===== src/rtl/mem_access_ctrl.sv =====
// Single-outstanding read/write sequencer in front of a synchronous RAM with registered output.
// Define MEM_WRITE_VERIFY_EN to read back every write and flag mismatches on err.
module mem_access_ctrl #(
  parameter int ADDR_W = 9,
  parameter int DATA_W = 32,
  parameter int RD_LAT = 1
) (
  input  logic              clock,
  input  logic              reset_n,
  input  logic              req,
  input  logic              we,
  input  logic [ADDR_W-1:0] addr,
  input  logic [DATA_W-1:0] wdata,
  output logic              busy,
  output logic              done,
  output logic [DATA_W-1:0] rdata,
  output logic              err,
  output logic              ram_read,
  output logic              ram_write,
  output logic [ADDR_W-1:0] ram_address,
  output logic [DATA_W-1:0] ram_datain,
  input  logic [DATA_W-1:0] ram_dataout
);

  localparam int CNT_W = 3;

`ifdef MEM_WRITE_VERIFY_EN
  typedef enum logic [2:0] {
    S_IDLE   = 3'd0,
    S_ACCESS = 3'd1,
    S_WAIT   = 3'd2,
    S_VRD    = 3'd3,
    S_VWAIT  = 3'd4
  } state_t;
`else
  typedef enum logic [2:0] {
    S_IDLE   = 3'd0,
    S_ACCESS = 3'd1,
    S_WAIT   = 3'd2
  } state_t;
`endif

  state_t             state_q, state_d;
  logic [CNT_W-1:0]   cnt_q, cnt_d;
  logic               op_we_q, op_we_d;
  logic [ADDR_W-1:0]  addr_q, addr_d;
  logic [DATA_W-1:0]  wdata_q, wdata_d;
  logic [DATA_W-1:0]  rdata_q, rdata_d;
  logic               done_q, done_d;
  logic               accept;
  logic               rd_finish;
  logic               wr_finish;

  // State register plus the registered datapath; everything clears on reset.
  always_ff @(posedge clock or negedge reset_n) begin
    if (!reset_n) begin
      state_q <= S_IDLE;
      cnt_q   <= '0;
      op_we_q <= 1'b0;
      addr_q  <= '0;
      wdata_q <= '0;
      rdata_q <= '0;
      done_q  <= 1'b0;
    end else begin
      state_q <= state_d;
      cnt_q   <= cnt_d;
      op_we_q <= op_we_d;
      addr_q  <= addr_d;
      wdata_q <= wdata_d;
      rdata_q <= rdata_d;
      done_q  <= done_d;
    end
  end

  // Next-state logic; the counter is shared by the read wait and the verify wait.
  always_comb begin
    state_d = state_q;
    cnt_d   = cnt_q;
    case (state_q)
      S_IDLE: begin
        if (req) state_d = S_ACCESS;
      end
      S_ACCESS: begin
        if (op_we_q) begin
`ifdef MEM_WRITE_VERIFY_EN
          state_d = S_VRD;
`else
          state_d = S_IDLE;
`endif
        end else begin
          state_d = S_WAIT;
          cnt_d   = CNT_W'(RD_LAT);
        end
      end
      S_WAIT: begin
        if (cnt_q <= CNT_W'(1)) state_d = S_IDLE;
        else                    cnt_d   = cnt_q - CNT_W'(1);
      end
`ifdef MEM_WRITE_VERIFY_EN
      S_VRD: begin
        state_d = S_VWAIT;
        cnt_d   = CNT_W'(RD_LAT);
      end
      S_VWAIT: begin
        if (cnt_q <= CNT_W'(1)) state_d = S_IDLE;
        else                    cnt_d   = cnt_q - CNT_W'(1);
      end
`endif
      default: state_d = S_IDLE;
    endcase
  end

  // Request capture and completion; req outside IDLE is simply not looked at.
  always_comb begin
    accept    = (state_q == S_IDLE) && req;
    op_we_d   = accept ? we    : op_we_q;
    addr_d    = accept ? addr  : addr_q;
    wdata_d   = accept ? wdata : wdata_q;
    rd_finish = (state_q == S_WAIT) && (cnt_q <= CNT_W'(1));
`ifdef MEM_WRITE_VERIFY_EN
    wr_finish = (state_q == S_VWAIT) && (cnt_q <= CNT_W'(1));
`else
    wr_finish = (state_q == S_ACCESS) && op_we_q;
`endif
    rdata_d   = rd_finish ? ram_dataout : rdata_q;
    done_d    = rd_finish || wr_finish;
  end

  // Outputs decoded from state so reset drops the strobes immediately.
  always_comb begin
    busy      = (state_q != S_IDLE);
    ram_write = (state_q == S_ACCESS) && op_we_q;
    ram_read  = (state_q == S_ACCESS) && !op_we_q;
`ifdef MEM_WRITE_VERIFY_EN
    if (state_q == S_VRD) ram_read = 1'b1;
`endif
  end

  assign done        = done_q;
  assign rdata       = rdata_q;
  assign ram_address = addr_q;
  assign ram_datain  = wdata_q;

`ifdef MEM_WRITE_VERIFY_EN
  logic err_q, err_d;

  // err is only ever set together with a verify completion, so it reads 0 otherwise.
  always_comb begin
    err_d = wr_finish && (ram_dataout != wdata_q);
  end

  always_ff @(posedge clock or negedge reset_n) begin
    if (!reset_n) err_q <= 1'b0;
    else          err_q <= err_d;
  end

  assign err = err_q;
`else
  assign err = 1'b0;
`endif

endmodule


===== config.mk =====
export PLATFORM = sky130hd
export DESIGN_NAME = mem_access_ctrl
export DESIGN_NICKNAME = d
export VERILOG_FILES = /design/src/rtl/mem_access_ctrl.sv
export SDC_FILE = /design/constraint.sdc
export NUM_CORES = 1
export LEC_CHECK = 0
export BUFFER_PORTS_ARGS = -buffer_cell sky130_fd_sc_hd__buf_2
export CORE_ASPECT_RATIO = 1.5
export CORE_MARGIN = 2
export CORE_UTILIZATION = 40
export CTS_CLUSTER_SIZE = 24
export DETAILED_ROUTE_END_ITERATION = 16
export PLACE_DENSITY = 0.7
export SLEW_MARGIN = 10
export SYNTH_ARGS = -nofsm -noshare
export SYNTH_HDL_FRONTEND = slang
export SYNTH_SLANG_ARGS = --single-unit

===== constraint.sdc =====
create_clock -name clock -period 2.2 [get_ports clock]
set_clock_uncertainty 0.2 [all_clocks]
set_input_delay 0.22 -clock clock [delete_from_list [all_inputs] [get_ports clock]]
set_output_delay 0.22 -clock clock [all_outputs]
set_load 0.01 [all_outputs]

* Word-level counts from Yosys, hierarchy flattened
Index checks and enable logic that the tools add are counted.
** Operators by class
- Div/mod/pow operators :: 0
- Eq/ne operators :: 6
- Bitwise logic cells :: 0
- Shift operators :: 0
- Add/subtract/negate cells :: 1
- $lt $le $gt $ge :: 1
- Reduce and logical (&&, ||, !) cells :: 11
- $mul :: 0
- Mux-type cells :: 7
** Operator list (count)
- 3-bit two-way mux :: 4
- 3-bit case mux with 3 select lines :: 1
- 2-bit != test, second input constant :: 3
- 3-bit case mux with 2 select lines :: 1
- 1-bit logical AND :: 4
- 3-bit by 1-bit == test with 1-bit output, second input constant :: 1
- 3-bit by 2-bit == test with 1-bit output, second input constant :: 1
- 3-bit by 1-bit <= comparator with 1-bit output, second input constant :: 1
- 3-bit logical NOT :: 1
- 3-bit AND reduction :: 1
- 3-bit nonzero test :: 1
- 3-bit by 1-bit subtractor with 3-bit output, second input constant :: 1
- 2-bit two-way mux :: 1
- 2-bit by 1-bit != test with 1-bit output, second input constant :: 1
- 2-bit AND reduction :: 1
- 2-bit nonzero test :: 1
- 1-bit logical NOT :: 1
- 1-bit logical OR :: 1
** Storage, ports and cells
- Memories kept :: 0
- Bits in writable memories :: 0
- Bits in latches :: 0
- Register bits :: 81
- Word-level logic and storage cells :: 33
- Output and inout bits :: 78
- ROM bits :: 0

* Longest topological paths before layout
Gate-level depths: netlist (run 1).
- Depth after elaboration :: 3
- Depth in mapped cells :: 5
- Depth with buffers taken out :: 5

* Worst setup path after synthesis (run 1)
Ideal clock, no wire load.
- Path type :: flip-flop to flip-flop
- From :: register cnt_q[1]
- To :: register rdata_q[10], in the netlist rdata[10]
- Stages on the path, launching flop included :: 6
- Setup time :: 0.125 ns
- Required time :: 1.875 ns
- Path buffers :: 1
- Data arrival time :: 1.478 ns
- Clock period less this slack :: 1.803 ns
- Slack :: 0.397 ns
- Cells stage by stage :: dfrtp_1 -> inv_1 -> ha_1 -> o211ai_4 -> buf_8 -> mux2_4
** Between the ends
- Cells in the longest elaborated chain, start to end :: 2
** RTL lines
- from (decl) :: line 44 : logic [CNT_W-1:0] cnt_q, cnt_d;
- from (signal assigned) :: line 66 : cnt_q <= cnt_d;
- 3-bit by 1-bit <= comparator with 1-bit output :: line 119 : rd_finish = (state_q == S_WAIT) && (cnt_q <= CNT_W'(1));
- 1-bit logical AND :: line 119
- to (signal assigned) :: line 70 : rdata_q <= rdata_d;
- to (decl) :: line 48 : logic [DATA_W-1:0] rdata_q, rdata_d;
No other way between the ends.
A chain may end at the register's enable or synchronous reset.

* Worst setup path after layout (run 1)
- From :: register state_q[1]
- To :: output port ram_read
** Between the ends
- Cells in the longest elaborated chain, start to end :: 2
** RTL lines
- from (decl) :: line 43 : state_t state_q, state_d;
- from (signal assigned) :: line 65 : state_q <= state_d;
- 3-bit by 1-bit == test with 1-bit output :: line 133 : ram_read = (state_q == S_ACCESS) && !op_we_q;
- 1-bit logical AND :: line 133
- to (decl) :: line 18 : output logic ram_read,
No other way between the ends.

==> results of run 1 <==
[power by group through the flow]
stage / Sequential [uW] / Clock, uW / Combinational (uW)
floorplan: 2930 / 0 / 1460
global placement: 2590 / 0 / 2720
detailed placement: 2620 / 0 / 2800
CTS: 2610 / 1740 / 2910
global route: 2700 / 1790 / 3110
finish: 2620 / 1700 / 2920
[flip-flops by register name, indices dropped and copies added, names as in the netlist]
| name | cells |
|---|---|
| ram_datain | 32 |
| state_q | 2 |
| done | 1 |
| ram_address | 9 |
| op_we_q | 1 |
| cnt_q | 3 |
| rdata | 32 |
[worst max-delay path, stage by stage, from the launching register on]
cell and delay [ns]:
dfrtp_1 0.42, or3b_1 0.44, inv_1 0.13, buf_2 0.15
[synth_stat cells]
master / count / area (um^2)
or3b_1: 1 / 8.760
o211ai_4: 1 / 21.27
nor2_1: 2 / 7.510
a21o_1: 1 / 7.510
mux2_4: 29 / 435.4
ha_1: 2 / 25.02
buf_8: 2 / 30.03
inv_1: 5 / 18.77
o211ai_1: 1 / 7.510
mux2_2: 43 / 484.2
a21oi_1: 1 / 5.000
nand2b_1: 2 / 12.51
dfrtp_1: 80 / 2002
buf_4: 1 / 7.510
nor2b_1: 1 / 6.260
mux2_1: 2 / 22.52
nand3b_1: 1 / 7.510
nand2_1: 1 / 3.750
buf_6: 4 / 45.04
and2b_2: 1 / 8.760
buf_12: 1 / 20.02
nor3_1: 2 / 10.01
a311oi_1: 1 / 8.760
conb_1: 1 / 3.750
a31oi_1: 1 / 6.260
nor2_8: 1 / 20.02
o21ai_0: 1 / 5.000
or2b_2: 1 / 8.760
or2_4: 1 / 8.760
o31ai_1: 1 / 7.510
or4_1: 1 / 7.510
and3b_2: 1 / 10.01
[through the flow]
stage	cells	setup slack (ns)	power (uW)
3_5_place_dp	448	0.3388	5420
2_1_floorplan	194	0.3973	4393
4_1_cts	538	0.2960	7261
5_1_grt	538	0.2431	7603
6_report	539	0.3045	7233
3_3_place_gp	448	0.3843	5314
[layout make-up]
cell class / instances / area [um^2] / area share, %
antenna: 1 / 2.502 / 0.04771
clock buffer: 10 / 239.0 / 4.556
clock inverter: 5 / 105.1 / 2.004
inverter: 5 / 18.77 / 0.3578
multi-input combinational: 101 / 1160 / 22.11
sequential: 80 / 2002 / 38.17
tap: 105 / 131.4 / 2.505
timing repair buffer: 232 / 1587 / 30.25
[logic make-up (layout without fill, tap and decap cells)]
logic type	Yosys count	count (layout)	synth area share [%]
other cells	1	2	0.1142
compound gates	8	8	2.096
simple gates	16	16	3.659
buf+inv	13	252	3.697
mux	74	74	28.70
fa+ha+maj	2	2	0.7621
flops	80	80	60.98
[metal layers]
metal,global-route usage (%),part of all wire [%],vias up
met4,11.81,4.3,0
met2,33.28,54,125
met3,5.338,5.9,28
met5,0,0,-
met1,19.53,36,1211
li1,-,-,1151
[timing repair]
action                    4_1_cts  5_1_grt
hold endpoints to repair      115        0
hold buffers                   75        0
setup buffers                   0        0
[worst paths after layout]
check                          startpoint             end  cells past startpoint
setup / recovery               state_q[1]        ram_read                      3
hold / removal                        req         op_we_q                      4
setup reg to reg                 cnt_q[1]       rdata[31]                      5
hold reg to reg            ram_datain[18]  ram_datain[18]                      1
max in group asynchronous         reset_n       rdata[31]                      3
min in group asynchronous         reset_n   ram_datain[1]                      2
==> run_summary.xml, run 1 <==
<?xml version="1.0" encoding="UTF-8"?>
<metrics>
  <group name="power">
    <metric name="cellPowerDensity" unit="nW/um^2">1379</metric>
    <metric name="power.static_leakage" unit="uW">0.002613</metric>
    <metric name="irDropWorstVdd" unit="mV">0.7510</metric>
    <metric name="internal-power" unit="uW">4986</metric>
    <metric name="comb_power_share" unit="%">40.3</metric>
    <metric name="p_sw" unit="uW">2246</metric>
    <metric name="power.switching_fraction" unit="%">31.06</metric>
    <metric name="seqPwrFrac" unit="%">36.2</metric>
    <metric name="share_clk_of_total_power" unit="%">23.5</metric>
  </group>
  <group name="floorplan">
    <metric name="coreArea" unit="um^2">8008</metric>
    <metric name="fp.dieH" unit="um">115.0</metric>
    <metric name="die_footprint" unit="um^2">8963</metric>
    <metric name="initial_utilization" unit="%">41.00</metric>
    <metric name="dieWidth" unit="um">77.97</metric>
    <metric name="design.portCount" unit="">155</metric>
    <metric name="rows" unit="">40</metric>
  </group>
  <group name="setup_path">
    <metric name="kind_of_critical_path" unit="">flop to output port</metric>
    <metric name="worstSetupEndpointType" unit="">output port</metric>
    <metric name="crit_arrival" unit="ns">1.48</metric>
    <metric name="startpoint_type" unit="">flop</metric>
    <metric name="timing.critical_path.fanout_max" unit="">6</metric>
    <metric name="worstPathRequired" unit="ns">1.78</metric>
    <metric name="reg2reg_setup_slack" unit="ns">0.33</metric>
  </group>
  <group name="route">
    <metric name="detail_route.iter0.violations" unit="">100</metric>
    <metric name="firstDrtPassIters" unit="">4</metric>
    <metric name="postRouteWirelength" unit="um">8472</metric>
    <metric name="routedWlPerCell" unit="um">15.72</metric>
    <metric name="via_count" unit="">2515</metric>
    <metric name="detail_route.drc_violations" unit="">0</metric>
    <metric name="post_drt_via_cell_ratio" unit="">4.666</metric>
    <metric name="drt.antenna.violating_nets" unit="">0</metric>
  </group>
  <group name="yosys">
    <metric name="synth-seq-cells" unit="">80</metric>
    <metric name="yosys_warnings" unit="">0</metric>
    <metric name="synth_area_per_cell" unit="um^2">16.92</metric>
    <metric name="synth_nets" unit="">273</metric>
    <metric name="ys_seq_area_share" unit="%">60.98</metric>
    <metric name="synthDistinctLibCells" unit="">32</metric>
    <metric name="netlist_instances" unit="">194</metric>
    <metric name="syn_area" unit="um^2">3283</metric>
  </group>
  <group name="cts">
    <metric name="cts.path.max_buffers" unit="">2</metric>
    <metric name="numClockSinks" unit="">80</metric>
    <metric name="cts_resized" unit="">0</metric>
    <metric name="cts-buffers-inserted" unit="">9</metric>
    <metric name="cts_root_buffer" unit="">clkbuf_16</metric>
    <metric name="clk_pin_slew_worst_paths" unit="ns">0.06</metric>
    <metric name="cts_tree" unit="">done</metric>
    <metric name="cts-htree-levels" unit="">3</metric>
    <metric name="clk-insertion-delay-late" unit="ns">0.33</metric>
  </group>
  <group name="placed_design">
    <metric name="place.port_buffers" unit="">153</metric>
    <metric name="dp_hpwl" unit="um">5089</metric>
    <metric name="place_congestion" unit="">0.7551</metric>
    <metric name="dpl_cell_area" unit="um^2">4148</metric>
  </group>
  <group name="finish">
    <metric name="fin_area" unit="um^2">5245</metric>
    <metric name="most_common_cell_after_layout_fill_and_taps_aside" unit="">buf_2</metric>
    <metric name="post_route_cells_drive_above_1_share" unit="%">57.74</metric>
    <metric name="syn2layout_area_growth" unit="%">59.76</metric>
    <metric name="layout.filler_cells" unit="">584</metric>
    <metric name="finish.utilization" unit="%">65.50</metric>
    <metric name="fin_nets" unit="">508</metric>
    <metric name="mostFrequentLayoutCells" unit="">152 x buf_2, 80 x dfrtp_1, 75 x dlygate4sd3_1, 43 x mux2_2, 29 x mux2_4</metric>
  </group>
  <group name="sta">
    <metric name="period_needed" unit="ns">1.895</metric>
    <metric name="final-max-slew-violation-count" unit="">0</metric>
    <metric name="slew-limit-headroom" unit="%">65.49</metric>
    <metric name="setup_violations" unit="">0</metric>
    <metric name="worst_slew_pin_slew" unit="ns">0.5176</metric>
    <metric name="total_negative_slack_for_setup_checks" unit="ns">0</metric>
    <metric name="fin_hold_ws" unit="ns">0.1628</metric>
    <metric name="timing.final.crit_share" unit="%">86.16</metric>
    <metric name="unrepaired_setup_endpoints_after_global_routing" unit="">false</metric>
    <metric name="total_count_of_hold_check_failures_in_the_final_report" unit="">0</metric>
    <metric name="maxClockFrequency" unit="MHz">527.6</metric>
  </group>
  <group name="global_routing">
    <metric name="globalRouteTotalUtil" unit="%">18.81</metric>
    <metric name="grt-ovfl-total" unit="">0</metric>
    <metric name="grt_max_degree" unit="">43</metric>
    <metric name="number_of_global_route_vias_before_repair" unit="">2645</metric>
    <metric name="grt_pass1_wl" unit="um">12760</metric>
    <metric name="grt_antenna_before_repair" unit="">0</metric>
  </group>
  <group name="run_status">
    <metric name="run_status" unit="">finished clean</metric>
  </group>
  <group name="flow_run">
    <metric name="cap_violations" unit="">0</metric>
  </group>
  <group name="worst_hold_path">
    <metric name="tightest_hold_check_type" unit="">input pin to flop</metric>
  </group>
</metrics>
(Power assumes the default switching activity.)
==> run 2: changes to the inputs <==
--- a/config.mk
+++ b/config.mk
@@ -12,6 +12,7 @@
 export CTS_CLUSTER_SIZE = 24
 export DETAILED_ROUTE_END_ITERATION = 16
 export PLACE_DENSITY = 0.7
+export REMOVE_ABC_BUFFERS = 1
 export SLEW_MARGIN = 10
 export SYNTH_ARGS = -nofsm -noshare
 export SYNTH_HDL_FRONTEND = slang
==> run_summary.xml, run 2 (synthesis gave the netlist of run 1 again) <==
<?xml version="1.0" encoding="UTF-8"?>
<metrics>
  <group name="run_status">
    <metric name="run_status" unit="">finished clean</metric>
  </group>
  <group name="cts">
    <metric name="cts_setup_buffers" unit="">0</metric>
    <metric name="clk_pin_slew_worst_paths" unit="ns">0.05</metric>
    <metric name="cts-buffers-inserted" unit="">9</metric>
    <metric name="cts.path.max_buffers" unit="">2</metric>
    <metric name="cts_root_buffer" unit="">clkbuf_16</metric>
    <metric name="cts-htree-levels" unit="">3</metric>
    <metric name="cts_tree" unit="">done</metric>
    <metric name="clk-insertion-delay-late" unit="ns">0.33</metric>
    <metric name="numClockSinks" unit="">80</metric>
  </group>
  <group name="route">
    <metric name="detail_route.iter0.violations" unit="">73</metric>
    <metric name="via_count" unit="">2493</metric>
    <metric name="post_drt_via_cell_ratio" unit="">4.617</metric>
    <metric name="firstDrtPassIters" unit="">4</metric>
    <metric name="detail_route.drc_violations" unit="">0</metric>
    <metric name="postRouteWirelength" unit="um">7967</metric>
    <metric name="routedWlPerCell" unit="um">14.75</metric>
    <metric name="drt.antenna.violating_nets" unit="">0</metric>
  </group>
  <group name="sta">
    <metric name="total_count_of_hold_check_failures_in_the_final_report" unit="">0</metric>
    <metric name="final-max-slew-violation-count" unit="">0</metric>
    <metric name="fin_ws" unit="ns">0.2860</metric>
    <metric name="maxClockFrequency" unit="MHz">522.5</metric>
    <metric name="setup_violations" unit="">0</metric>
    <metric name="period_needed" unit="ns">1.914</metric>
    <metric name="timing.final.crit_share" unit="%">87.00</metric>
    <metric name="unrepaired_setup_endpoints_after_global_routing" unit="">false</metric>
    <metric name="fin_hold_ws" unit="ns">0.05226</metric>
  </group>
  <group name="power">
    <metric name="irDropWorstVdd" unit="mV">0.6938</metric>
    <metric name="internal-power" unit="uW">4749</metric>
    <metric name="comb_power_share" unit="%">41.8</metric>
    <metric name="report.power.total" unit="uW">6933</metric>
    <metric name="cellPowerDensity" unit="nW/um^2">1337</metric>
    <metric name="power.switching_fraction" unit="%">31.50</metric>
    <metric name="seqPwrFrac" unit="%">37.4</metric>
    <metric name="power.static_leakage" unit="uW">0.002599</metric>
    <metric name="share_clk_of_total_power" unit="%">20.7</metric>
    <metric name="p_sw" unit="uW">2184</metric>
  </group>
  <group name="floorplan">
    <metric name="design.portCount" unit="">155</metric>
    <metric name="fp.dieH" unit="um">115.0</metric>
    <metric name="coreArea" unit="um^2">8008</metric>
    <metric name="rows" unit="">40</metric>
    <metric name="dieWidth" unit="um">77.97</metric>
    <metric name="die_footprint" unit="um^2">8963</metric>
    <metric name="initial_utilization" unit="%">41.00</metric>
  </group>
  <group name="finish">
    <metric name="post_route_cells_drive_above_1_share" unit="%">57.60</metric>
    <metric name="fin_nets" unit="">509</metric>
    <metric name="mostFrequentLayoutCells" unit="">152 x buf_2, 80 x dfrtp_1, 75 x dlygate4sd3_1, 43 x mux2_2, 29 x mux2_4</metric>
    <metric name="syn2layout_area_growth" unit="%">57.89</metric>
    <metric name="finalNonFillerCells" unit="">540</metric>
    <metric name="most_common_cell_after_layout_fill_and_taps_aside" unit="">buf_2</metric>
  </group>
  <group name="placed_design">
    <metric name="pre_cts_ws" unit="ns">0.2883</metric>
    <metric name="place_congestion" unit="">0.8453</metric>
    <metric name="place.port_buffers" unit="">153</metric>
    <metric name="dp_hpwl" unit="um">5151</metric>
    <metric name="dp.cells" unit="">449</metric>
  </group>
  <group name="setup_path">
    <metric name="crit_path_end" unit="">rdata[31]</metric>
    <metric name="reg2regPathDepth" unit="">5</metric>
    <metric name="critical_path.startpoint" unit="">cnt_q[1]</metric>
    <metric name="startpoint_type" unit="">flop</metric>
    <metric name="crit_arrival" unit="ns">1.93</metric>
    <metric name="timing.critical_path.fanout_max" unit="">33</metric>
    <metric name="worstPathRequired" unit="ns">2.21</metric>
    <metric name="critical_path.reg2reg.startpoint" unit="">cnt_q[1]</metric>
    <metric name="kind_of_critical_path" unit="">flop to flop</metric>
    <metric name="critical_path.reg2reg.endpoint" unit="">rdata[31]</metric>
    <metric name="reg2reg_setup_slack" unit="ns">0.29</metric>
    <metric name="worstSetupEndpointType" unit="">flop</metric>
  </group>
  <group name="global_routing">
    <metric name="grt.busiest_layer" unit="">met2</metric>
    <metric name="grt_util_met1" unit="%">19.00</metric>
    <metric name="grt_pass1_wl" unit="um">12440</metric>
    <metric name="groute.layer.met3.usage" unit="%">3.454</metric>
    <metric name="grt_max_degree" unit="">39</metric>
    <metric name="number_of_global_route_vias_before_repair" unit="">2640</metric>
    <metric name="gr_layer_usage_met2" unit="%">33.05</metric>
    <metric name="globalRouteTotalUtil" unit="%">18.46</metric>
    <metric name="grt-ovfl-total" unit="">0</metric>
    <metric name="grt_antenna_before_repair" unit="">0</metric>
  </group>
  <group name="flow_run">
    <metric name="cap_violations" unit="">0</metric>
  </group>
  <group name="worst_hold_path">
    <metric name="tightest_hold_check_type" unit="">input pin to flop</metric>
    <metric name="min_path_cells" unit="">3</metric>
  </group>
</metrics>
-- run 2: cell types whose count changed in the layout (fill, tap and decap cells not counted), sizes merged --
cell / previous run / this run
clkinv: 0 / 3
bufinv: 3 / 1
clkinvlp: 2 / 0
buf: 157 / 158
clkbuf: 10 / 11
-- run 2: critical path, cell delays in order, from the launching register on --
cell and delay, ns:
dfrtp_1 0.38, inv_1 0.09, ha_1 0.26, o211ai_4 0.22
buf_12 0.27, mux2_2 0.37
-- run 2: power groups by stage --
stage | clock network [uW] | logic (uW) | registers (uW)
after floorplan | 0 | 1360 | 2930
after global placement | 0 | 2740 | 2580
after detailed placement | 0 | 2810 | 2600
after CTS | 1480 | 2910 | 2590
after global routing | 1550 | 3090 | 2690
final | 1440 | 2900 | 2590
-- run 2: what timing repair did --
item,4_1_cts,5_1_grt
endpoints found under the hold margin,110,0
resized for setup,0,0
hold buffers,75,0
-- run 2: worst min-delay path by stage --
stage | start | endpoint | slack [ns]
after floorplan | reset_n | cnt_q[0] | -0.28
after global placement | reset_n | ram_address[0] | 0.007
after detailed placement | reset_n | ram_datain[22] | 0.02
after CTS | req | state_q[0] | 0.05
after global routing | req | state_q[0] | 0.06
final | req | state_q[0] | 0.05
-- run 2: area by class of cell --
cell class	instances	area, um^2
diodes	1	2.502
clock buffers	11	242.7
clock inverters	4	45.04
fillers	595	2824
inverters	5	18.77
multi-input cells	101	1160
flip-flops and latches	80	2002
well taps	105	131.4
repair buffers	233	1582
-- run 2: metrics by stage --
step                area, um^2  TNS [ns]  util [%]
floorplan                 3181    -2.519         -
global placement          4143         0     51.73
detailed placement        4143         0     51.73
CTS                       5181         0     64.70
global route              5181         0     64.70
finish                    5184         0     64.73
-- run 2: per-layer routing --
metal,vias up,routed length (um)
li1,1151,-
met1,1213,2859
met2,98,4375
met3,31,325
met4,0,406
met5,-,0
==> run 3: changes to the inputs <==
--- a/config.mk
+++ b/config.mk
@@ -6,12 +6,11 @@
 export NUM_CORES = 1
 export LEC_CHECK = 0
 export BUFFER_PORTS_ARGS = -buffer_cell sky130_fd_sc_hd__buf_2
-export CORE_ASPECT_RATIO = 1.5
 export CORE_MARGIN = 2
 export CORE_UTILIZATION = 40
 export CTS_CLUSTER_SIZE = 24
 export DETAILED_ROUTE_END_ITERATION = 16
-export PLACE_DENSITY = 0.7
+export PLACE_DENSITY = 0.73
 export REMOVE_ABC_BUFFERS = 1
 export SLEW_MARGIN = 10
 export SYNTH_ARGS = -nofsm -noshare
==> constraint.sdc (replaced) <==
create_clock -name clock -period 1.7 [get_ports clock]
set_clock_uncertainty 0.2 [all_clocks]
set_input_delay 0.17 -clock clock [delete_from_list [all_inputs] [get_ports clock]]
set_output_delay 0.17 -clock clock [all_outputs]
set_load 0.01 [all_outputs]
==> run_summary.xml, run 3 (synthesis gave the netlist of run 1 again) <==
<?xml version="1.0" encoding="UTF-8"?>
<metrics>
  <group name="cts">
    <metric name="clk_pin_slew_worst_paths" unit="ns">0.08</metric>
    <metric name="cts-htree-levels" unit="">3</metric>
    <metric name="clk-insertion-delay-late" unit="ns">0.33</metric>
    <metric name="cts_tree" unit="">done</metric>
    <metric name="cts_root_buffer" unit="">clkbuf_8</metric>
    <metric name="cts-buffers-inserted" unit="">9</metric>
    <metric name="numClockSinks" unit="">80</metric>
    <metric name="cts.path.max_buffers" unit="">2</metric>
  </group>
  <group name="floorplan">
    <metric name="design.portCount" unit="">155</metric>
    <metric name="fp.dieH" unit="um">94.60</metric>
    <metric name="coreArea" unit="um^2">8093</metric>
    <metric name="dieWidth" unit="um">94.60</metric>
    <metric name="rows" unit="">33</metric>
    <metric name="die_footprint" unit="um^2">8948</metric>
    <metric name="initial_utilization" unit="%">40.57</metric>
  </group>
  <group name="sta">
    <metric name="fin_hold_ws" unit="ns">0.1168</metric>
    <metric name="total_negative_slack_for_setup_checks" unit="ns">-3.960</metric>
    <metric name="unrepaired_setup_endpoints_after_global_routing" unit="">true</metric>
    <metric name="maxClockFrequency" unit="MHz">553.7</metric>
    <metric name="timing.final.crit_share" unit="%">106.2</metric>
    <metric name="final-max-slew-violation-count" unit="">0</metric>
    <metric name="setup_violations" unit="">71</metric>
    <metric name="total_count_of_hold_check_failures_in_the_final_report" unit="">0</metric>
    <metric name="period_needed" unit="ns">1.806</metric>
    <metric name="fin_ws" unit="ns">-0.1060</metric>
  </group>
  <group name="route">
    <metric name="post_drt_via_cell_ratio" unit="">4.557</metric>
    <metric name="detail_route.iter0.violations" unit="">25</metric>
    <metric name="firstDrtPassIters" unit="">3</metric>
    <metric name="routedWlPerCell" unit="um">15.07</metric>
    <metric name="via_count" unit="">2529</metric>
    <metric name="postRouteWirelength" unit="um">8363</metric>
    <metric name="detail_route.drc_violations" unit="">0</metric>
    <metric name="drt.antenna.violating_nets" unit="">0</metric>
  </group>
  <group name="finish">
    <metric name="finish.utilization" unit="%">66.30</metric>
    <metric name="syn2layout_area_growth" unit="%">63.41</metric>
    <metric name="antenna_cells" unit="">0</metric>
    <metric name="fin_nets" unit="">526</metric>
    <metric name="mostFrequentLayoutCells" unit="">150 x buf_2, 80 x dfrtp_1, 75 x dlygate4sd3_1, 37 x mux2_4, 36 x mux2_2</metric>
    <metric name="post_route_cells_drive_above_1_share" unit="%">61.11</metric>
    <metric name="fin_area" unit="um^2">5365</metric>
    <metric name="layout.filler_cells" unit="">592</metric>
    <metric name="most_common_cell_after_layout_fill_and_taps_aside" unit="">buf_2</metric>
  </group>
  <group name="power">
    <metric name="cellPowerDensity" unit="nW/um^2">1687</metric>
    <metric name="power.static_leakage" unit="uW">0.002710</metric>
    <metric name="irDropWorstVdd" unit="mV">0.8080</metric>
  </group>
  <group name="placed_design">
    <metric name="place_congestion" unit="">0.8467</metric>
    <metric name="pre_cts_ws" unit="ns">-0.1123</metric>
    <metric name="place.port_buffers" unit="">153</metric>
    <metric name="dp_hpwl" unit="um">4885</metric>
    <metric name="dpl_cell_area" unit="um^2">4220</metric>
  </group>
  <group name="setup_path">
    <metric name="kind_of_critical_path" unit="">flop to flop</metric>
    <metric name="crit_arrival" unit="ns">1.83</metric>
    <metric name="timing.critical_path.fanout_max" unit="">5</metric>
    <metric name="worstPathRequired" unit="ns">1.72</metric>
    <metric name="worstSetupEndpointType" unit="">flop</metric>
    <metric name="startpoint_type" unit="">flop</metric>
  </group>
  <group name="global_routing">
    <metric name="grt_max_degree" unit="">36</metric>
    <metric name="grt_antenna_before_repair" unit="">0</metric>
    <metric name="grt_pass1_wl" unit="um">12640</metric>
    <metric name="grt.busiest_layer" unit="">met2</metric>
    <metric name="grt_util_met1" unit="%">20.27</metric>
    <metric name="grt-ovfl-total" unit="">0</metric>
    <metric name="groute.layer.met3.usage" unit="%">5.427</metric>
    <metric name="gr_layer_usage_met2" unit="%">33.33</metric>
    <metric name="globalRouteTotalUtil" unit="%">18.37</metric>
    <metric name="number_of_global_route_vias_before_repair" unit="">2712</metric>
  </group>
  <group name="run_status">
    <metric name="violations" unit="">setup timing</metric>
    <metric name="run_status" unit="">complete, but fails checks</metric>
  </group>
  <group name="worst_hold_path">
    <metric name="tightest_hold_check_type" unit="">input pin to async pin</metric>
  </group>
  <group name="flow_run">
    <metric name="cap_violations" unit="">0</metric>
  </group>
</metrics>
==> run 3: per-stage QoR <==
stage               instances  total power [uW]
detailed placement        456              7084
finish                    555              9051
global placement          456              6953
global route              555              9583
floorplan                 186              5549
CTS                       551              8942
==> run 3: worst paths after layout <==
| path | slack, ns | endpoint | from | cells after the start |
|---|---|---|---|---|
| min in group clock | 0.12 | state_q[0] | req | 4 |
| worst min register to register | 0.30 | ram_datain[2] | ram_datain[2] | 1 |
| max in group asynchronous | 0.61 | cnt_q[0] | reset_n | 3 |
| worst max-delay path | -0.11 | rdata[24] | cnt_q[0] | 5 |
| worst max register to register | -0.11 | rdata[24] | cnt_q[0] | 5 |
| worst min-delay path | 0.12 | ram_datain[19] | reset_n | 2 |
==> run 3: final cells by class <==
class,count,area [um^2],share of cell area (%)
multi-input combinational,101,1205,22.46
inverter,5,21.27,0.3965
clock inverter,4,70.07,1.306
tap,105,131.4,2.449
sequential,80,2002,37.31
timing repair buffer,250,1798,33.51
clock buffer,10,137.6,2.565
==> run 3: critical path, cell delays in order (launching register included) <==
cell and delay (ns):
dfrtp_1 0.39, ha_2 0.23, o211ai_4 0.28, buf_6 0.17, clkbuf_16 0.14, mux2_4 0.28
==> run 3: repair_timing <==
item                                    in CTS  in global routing
buffers inserted                             5                  4
endpoints found under the setup margin      62                 76
hold buffers                                75                  0
pin swaps                                    2                  3
endpoints found under the hold margin      154                  0
resized for setup                           10                 16
gates cloned                                 1                  1
==> run 3: where the power goes <==
part           total [uW]  leakage [uW]  switching [uW]  internal [uW]
clock                1480      0.000108             630            847
sequential           3380      0.000939             520           2860
combinational        4190       0.00166            1720           2480
==> run 3: routing by layer <==
| metal | vias up | share of wire [%] |
|---|---|---|
| met5 | - | 0 |
| met4 | 0 | 2.2 |
| met3 | 16 | 6.5 |
| met2 | 112 | 52 |
| met1 | 1215 | 39 |
| li1 | 1186 | - |
